===== src/rtl/vga_pkg.sv =====
// Shared VGA constants, the 6-bit RRGGBB colour type and the box palette.
package vga_pkg;

  localparam int unsigned H_DISPLAY = 640;
  localparam int unsigned V_DISPLAY = 480;

  typedef logic [5:0] rgb_t;

  typedef enum logic {
    DIR_INC,
    DIR_DEC
  } dir_e;

  localparam rgb_t BLACK  = 6'b000000;
  localparam rgb_t WHITE  = 6'b111111;
  localparam rgb_t RED    = 6'b110000;
  localparam rgb_t GREEN  = 6'b001100;
  localparam rgb_t BLUE   = 6'b000011;
  localparam rgb_t YELLOW = 6'b111100;

  function automatic rgb_t palette(input logic [1:0] idx);
    case (idx)
      2'd0:    return RED;
      2'd1:    return GREEN;
      2'd2:    return BLUE;
      default: return YELLOW;
    endcase
  endfunction

endpackage


===== src/rtl/vga_bounce_renderer_bounce_axis.sv =====
// One axis of box motion: steps by SPEED per frame and reflects at 0 and LIMIT.
module bounce_axis
  import vga_pkg::*;
#(
  parameter int unsigned LIMIT = 608,
  parameter int unsigned SPEED = 2
) (
  input  logic       clk,
  input  logic       rst,
  input  logic       step,
  output logic [9:0] pos,
  output logic       bounce
);

  localparam logic [9:0] LIM = 10'(LIMIT);
  localparam logic [9:0] SPD = 10'(SPEED);

  logic [9:0] pos_q, pos_d, nxt_inc;
  dir_e       dir_q, dir_d;

  // bounce is a same-cycle pulse so the colour index advances on the tick edge
  always_comb begin
    pos_d   = pos_q;
    dir_d   = dir_q;
    bounce  = 1'b0;
    nxt_inc = pos_q + SPD;
    if (step) begin
      if (dir_q == DIR_INC) begin
        if (nxt_inc >= LIM) begin
          pos_d  = LIM;
          dir_d  = DIR_DEC;
          bounce = 1'b1;
        end else begin
          pos_d = nxt_inc;
        end
      end else begin
        if (pos_q <= SPD) begin
          pos_d  = '0;
          dir_d  = DIR_INC;
          bounce = 1'b1;
        end else begin
          pos_d = pos_q - SPD;
        end
      end
    end
  end

  always_ff @(posedge clk) begin
    if (rst) begin
      pos_q <= '0;
      dir_q <= DIR_INC;
    end else begin
      pos_q <= pos_d;
      dir_q <= dir_d;
    end
  end

  assign pos = pos_q;

endmodule


===== src/rtl/vga_bounce_renderer.sv =====
// Pixel-colour stage: bouncing box over a white-bordered black field, 2-cycle
// pipeline with sync outputs aligned to rgb.
module vga_bounce_renderer
  import vga_pkg::rgb_t, vga_pkg::palette, vga_pkg::WHITE, vga_pkg::BLACK;
#(
  parameter int unsigned H_DISPLAY = vga_pkg::H_DISPLAY,
  parameter int unsigned V_DISPLAY = vga_pkg::V_DISPLAY,
  parameter int unsigned BOX_W     = 32,
  parameter int unsigned BOX_H     = 32,
  parameter int unsigned SPEED     = 2
) (
  input  logic       clk,
  input  logic       rst,
  input  logic [9:0] x,
  input  logic [9:0] y,
  input  logic       active,
  input  logic       hsync_in,
  input  logic       vsync_in,
  input  logic       pause,
  output logic [5:0] rgb,
  output logic       hsync_out,
  output logic       vsync_out,
  output logic [7:0] frame_count
);

  localparam logic [9:0] H_LAST = 10'(H_DISPLAY - 1);
  localparam logic [9:0] V_LAST = 10'(V_DISPLAY - 1);
  localparam logic [9:0] V_VBL  = 10'(V_DISPLAY);
  localparam logic [9:0] BW     = 10'(BOX_W);
  localparam logic [9:0] BH     = 10'(BOX_H);

  logic       frame_tick, step, bounce_x, bounce_y;
  logic [9:0] box_x, box_y;
  logic [1:0] colour_idx_q;
  logic [7:0] frame_count_q;
  logic       in_box_d, border_d;
  logic       in_box_q, border_q, active_q, hs_q, vs_q;
  rgb_t       rgb_d, rgb_q;
  logic       hsync_q, vsync_q;

  assign frame_tick = (x == '0) && (y == V_VBL);
  assign step       = frame_tick && !pause;

  bounce_axis #(.LIMIT(H_DISPLAY - BOX_W), .SPEED(SPEED)) u_axis_x (
    .clk(clk), .rst(rst), .step(step), .pos(box_x), .bounce(bounce_x)
  );

  bounce_axis #(.LIMIT(V_DISPLAY - BOX_H), .SPEED(SPEED)) u_axis_y (
    .clk(clk), .rst(rst), .step(step), .pos(box_y), .bounce(bounce_y)
  );

  always_comb begin
    in_box_d = (x >= box_x) && (x < box_x + BW) && (y >= box_y) && (y < box_y + BH);
    border_d = (x == '0) || (x == H_LAST) || (y == '0) || (y == V_LAST);
    rgb_d    = BLACK;
    if (active_q) begin
      if (in_box_q)      rgb_d = palette(colour_idx_q);
      else if (border_q) rgb_d = WHITE;
    end
  end

  always_ff @(posedge clk) begin
    if (rst) begin
      frame_count_q <= '0;
      colour_idx_q  <= '0;
      in_box_q      <= 1'b0;
      border_q      <= 1'b0;
      active_q      <= 1'b0;
      hs_q          <= 1'b1;
      vs_q          <= 1'b1;
      rgb_q         <= BLACK;
      hsync_q       <= 1'b1;
      vsync_q       <= 1'b1;
    end else begin
      if (frame_tick) frame_count_q <= frame_count_q + 8'd1;
      // a corner hit bounces both axes but advances the colour only once
      if (bounce_x || bounce_y) colour_idx_q <= colour_idx_q + 2'd1;
      in_box_q <= in_box_d;
      border_q <= border_d;
      active_q <= active;
      hs_q     <= hsync_in;
      vs_q     <= vsync_in;
      rgb_q    <= rgb_d;
      hsync_q  <= hs_q;
      vsync_q  <= vs_q;
    end
  end

  assign rgb         = rgb_q;
  assign hsync_out   = hsync_q;
  assign vsync_out   = vsync_q;
  assign frame_count = frame_count_q;

endmodule


===== config.mk =====
export PLATFORM = sky130hd
export DESIGN_NAME = vga_bounce_renderer
export DESIGN_NICKNAME = d
export VERILOG_FILES = /design/src/rtl/vga_pkg.sv /design/src/rtl/vga_bounce_renderer_bounce_axis.sv /design/src/rtl/vga_bounce_renderer.sv
export SDC_FILE = /design/constraint.sdc
export NUM_CORES = 1
export LEC_CHECK = 0
export CORE_MARGIN = 1.5
export CORE_UTILIZATION = 57
export DETAILED_ROUTE_END_ITERATION = 12
export GPL_TIMING_DRIVEN = 0
export PLACE_DENSITY = 0.93
export SLEW_MARGIN = 25
export SYNTH_ARGS = -nofsm -noshare
export SYNTH_HDL_FRONTEND = slang
export SYNTH_SLANG_ARGS = --single-unit

===== constraint.sdc =====
create_clock -name clk -period 6.4 [get_ports clk]
set_clock_uncertainty 0.2 [all_clocks]
set_input_delay 1.28 -clock clk [delete_from_list [all_inputs] [get_ports clk]]
set_output_delay 1.28 -clock clk [all_outputs]
set_load 0.03 [all_outputs]

==> metrics.md <==
| Metric | Value |
|---|---|
| Slew Limit Headroom | `32.2%` |
| Cell taking the most area after synthesis | `dfxtp_1` |
| Fin util | `70.8%` |
| Clk sink count | `40` |
| Top Ports | `42` |
| Number of global-route vias before repair | `3,243` |
| Maximum vdd drop | `134 uV` |
| Highest Clock Rate | `232 MHz` |
| Top cell type's share of synthesized area | `24.1%` |
| Root buf cell | `clkbuf_8` |
| Largest cells by area after synthesis | `dfxtp_1, ha_1, a21oi_1, nor2_1, xnor2_1` |
| WS Path Type | `in2reg` |
| Initial antenna violation count | `0` |
| Leak pwr | `1.36 nW` |
| Synthesis-stage register bit count | `40` |
| Seq/Total Area, Yosys | `24.1%` |
| Worst Slack Setup Final | `2.09 ns` |
| Routed len/inst | `16.3 um` |
| Worst-Skew Late Latency | `0.30 ns` |
| Core area | `5570 um^2` |
| Post-cts resize count | `0` |
| Gr ovfl total | `0` |
| Final Critical Period | `4.31 ns` |
| Place WS | `1.94 ns` |
| YS warnings | `0` |
| CTS Buffer Depth | `2` |
| Cts bufs inserted | `5` |
| Hold Path Class | `reg2reg` |
| DRT Pass-1 Iters | `7` |
| Final net count | `537` |
| Worst Path Arrival | `4.34 ns` |
| TNS Setup | `0 ns` |
| ANT nets after route | `0` |
| Die area | `6300 um^2` |
| Final Hold Fails | `0` |
| RSZ-0062 raised after global routing | `false` |
| Hold_buf cts | `0` |
| PwrDens | `145 nW/um^2` |
| Antenna Cells | `0` |
| Placer congestion estimate | `0.972` |
| DRT met1 WL | `3630 um` |
| EDFF count, synth | `0` |
| CP Max Fanout | `10` |
| Slew Viols, Final | `0` |
| Worst hold slack | `0.209 ns` |
| Final setup fails | `0` |
| Final WL | `8790 um` |
| Fin crit share | `67.3%` |
| Synthesized net count | `490` |
| Status | `completed` |
| Highest metal used | `met4` |
| Critical Path End Type | `flip-flop` |
| Max_cap viols | `0` |
| Synth top cells by count | `ha_1, dfxtp_1, nor2_1` |
| Vias per cell | `6.27` |
| DRT iter0 DRCs | `227` |
| Port buffer count | `40` |
| GRT Util Overall | `29.0%` |
| Syn Inst Count | `420` |
| Effective utilization at floorplan | `59.6%` |
| Post-Syn Area per Cell | `7.92 um^2` |
| Startpoint Class | `input pin` |
| P&R area growth vs syn | `18.6%` |
| Largest net degree at the start of global routing | `13` |
| Htree depth | `2` |
| Row count | `27` |
| Fraction of layout cells with a size suffix above 1 | `5.35%` |
| CTS tree | `yes` |
| Dpl hpwl | `6680 um` |
| Most common cell in the netlist | `ha_1` |
| Distinct cell type count after synthesis | `58` |
| Async SR Flop Fraction | `0%` |
| Die span in y | `79.4 um` |
| Met3 WL | `549 um` |
| DR vias | `3,377` |
| Main synth FF type | `dfxtp_1` |
| First-pass GRT wire length | `14,600 um` |
| # Post-CTS Setup Buffers | `0` |
| Clock slew at reported path FFs | `0.09 ns` |
| DIE WIDTH | `79.4 um` |
| Met2 wire len | `4380 um` |
| Worst path required time | `6.43 ns` |
| Worst-Margin Slew | `1.01 ns` |
| Mapped Area | `3320 um^2` |
| Detailed-route DRC error count | `0` |
| Fillers | `465` |
| Pwr Total | `0.570 mW` |
-- cells by family after synthesis --
family / Yosys count / share of synthesized area, %
muxes: 3 / 0.979
xor gates and xnor gates: 17 / 4.48
adders and majority gates: 44 / 16.6
and+or+nand+nor: 153 / 25.0
DFF: 40 / 24.1
AOI/OAI and AO/OA: 112 / 22.6
buffers and inverters: 51 / 6.36
-- area by class of cell --
class                           instances  area (um^2)  share of cell area, %
Multi-Input combinational cell        329         2310                   58.6
Sequential cell                        40          801                   20.3
Inverter                               25         93.8                   2.38
Tap cell                               72         90.1                   2.28
Clock buffer                            5         68.8                   1.74
Clock inverter                          2         60.1                   1.52
Buffer                                 26          118                   2.98
Timing Repair Buffer                   40          400                   10.2
-- final timing paths --
| check | start | to | slack, ns | depth (start not counted) |
|---|---|---|---|---|
| hold / removal | hs_q | hsync_out | 0.21 | 1 |
| hold reg to reg | hs_q | hsync_out | 0.21 | 1 |
| setup reg to reg | u_axis_y.pos[5] | colour_idx_q[0] | 3.28 | 7 |
| setup / recovery | x[1] | u_axis_y.pos[6] | 2.09 | 7 |
-- through the flow --
stage | cell area, um^2 | cells
after CTS | 3940 | 539
after global placement | 3810 | 532
final | 3940 | 539
after floorplan | 3320 | 420
after global routing | 3940 | 539
after detailed placement | 3810 | 532
-- metal layers --
| layer | vias to the layer above | GRT usage, % |
|---|---|---|
| met3 | 25 | 5.03 |
| li1 | 1649 | - |
| met2 | 150 | 53.6 |
| met4 | 0 | 11.4 |
| met5 | - | 0 |
| met1 | 1553 | 32.9 |
-- where the power goes --
group | switching, mW | internal [mW]
clock | 0.0924 | 0.154
sequential | 0.000679 | 0.251
combinational | 0.0392 | 0.0328
total | 0.132 | 0.438
-- registers in the layout, summed over array words and instances, names as in the netlist --
signal,flops
u_axis_x.pos,9
rgb,3
vs_q,1
frame_count,8
u_axis_x.dir_q,1
hsync_out,1
u_axis_y.dir_q,1
active_q,1
vsync_out,1
border_q,1
colour_idx_q,2
hs_q,1
in_box_q,1
u_axis_y.pos,9
-- critical path: stages --
cell	delay (ns)
clkdlybuf4s50_1	0.45
or4_4	0.57
nor4b_2	0.88
nor2b_1	0.21
clkbuf_1	0.46
o311ai_0	0.27
a21oi_1	0.20
-- cell usage in the layout (no fill, tap or decap), drive strengths merged, types with 4 or more instances in the layout --
cell / n
ha: 44
dfxtp: 40
clkdlybuf4s50: 40
nor2: 36
a21oi: 31
clkbuf: 26
inv: 24
nand2: 22
o21ai: 20
nand3: 18
nor3: 16
xnor2: 13
nand4: 10
or3: 9
o21a: 9
nor4: 7
a211oi: 7
a31oi: 6
a21o: 5
or2: 5
o32ai: 5
buf: 5
nor3b: 4
o311ai: 4
and3: 4
nand2b: 4
a2111oi: 4
nor2b: 4
xor2: 4
(Power assumes the default switching activity.)
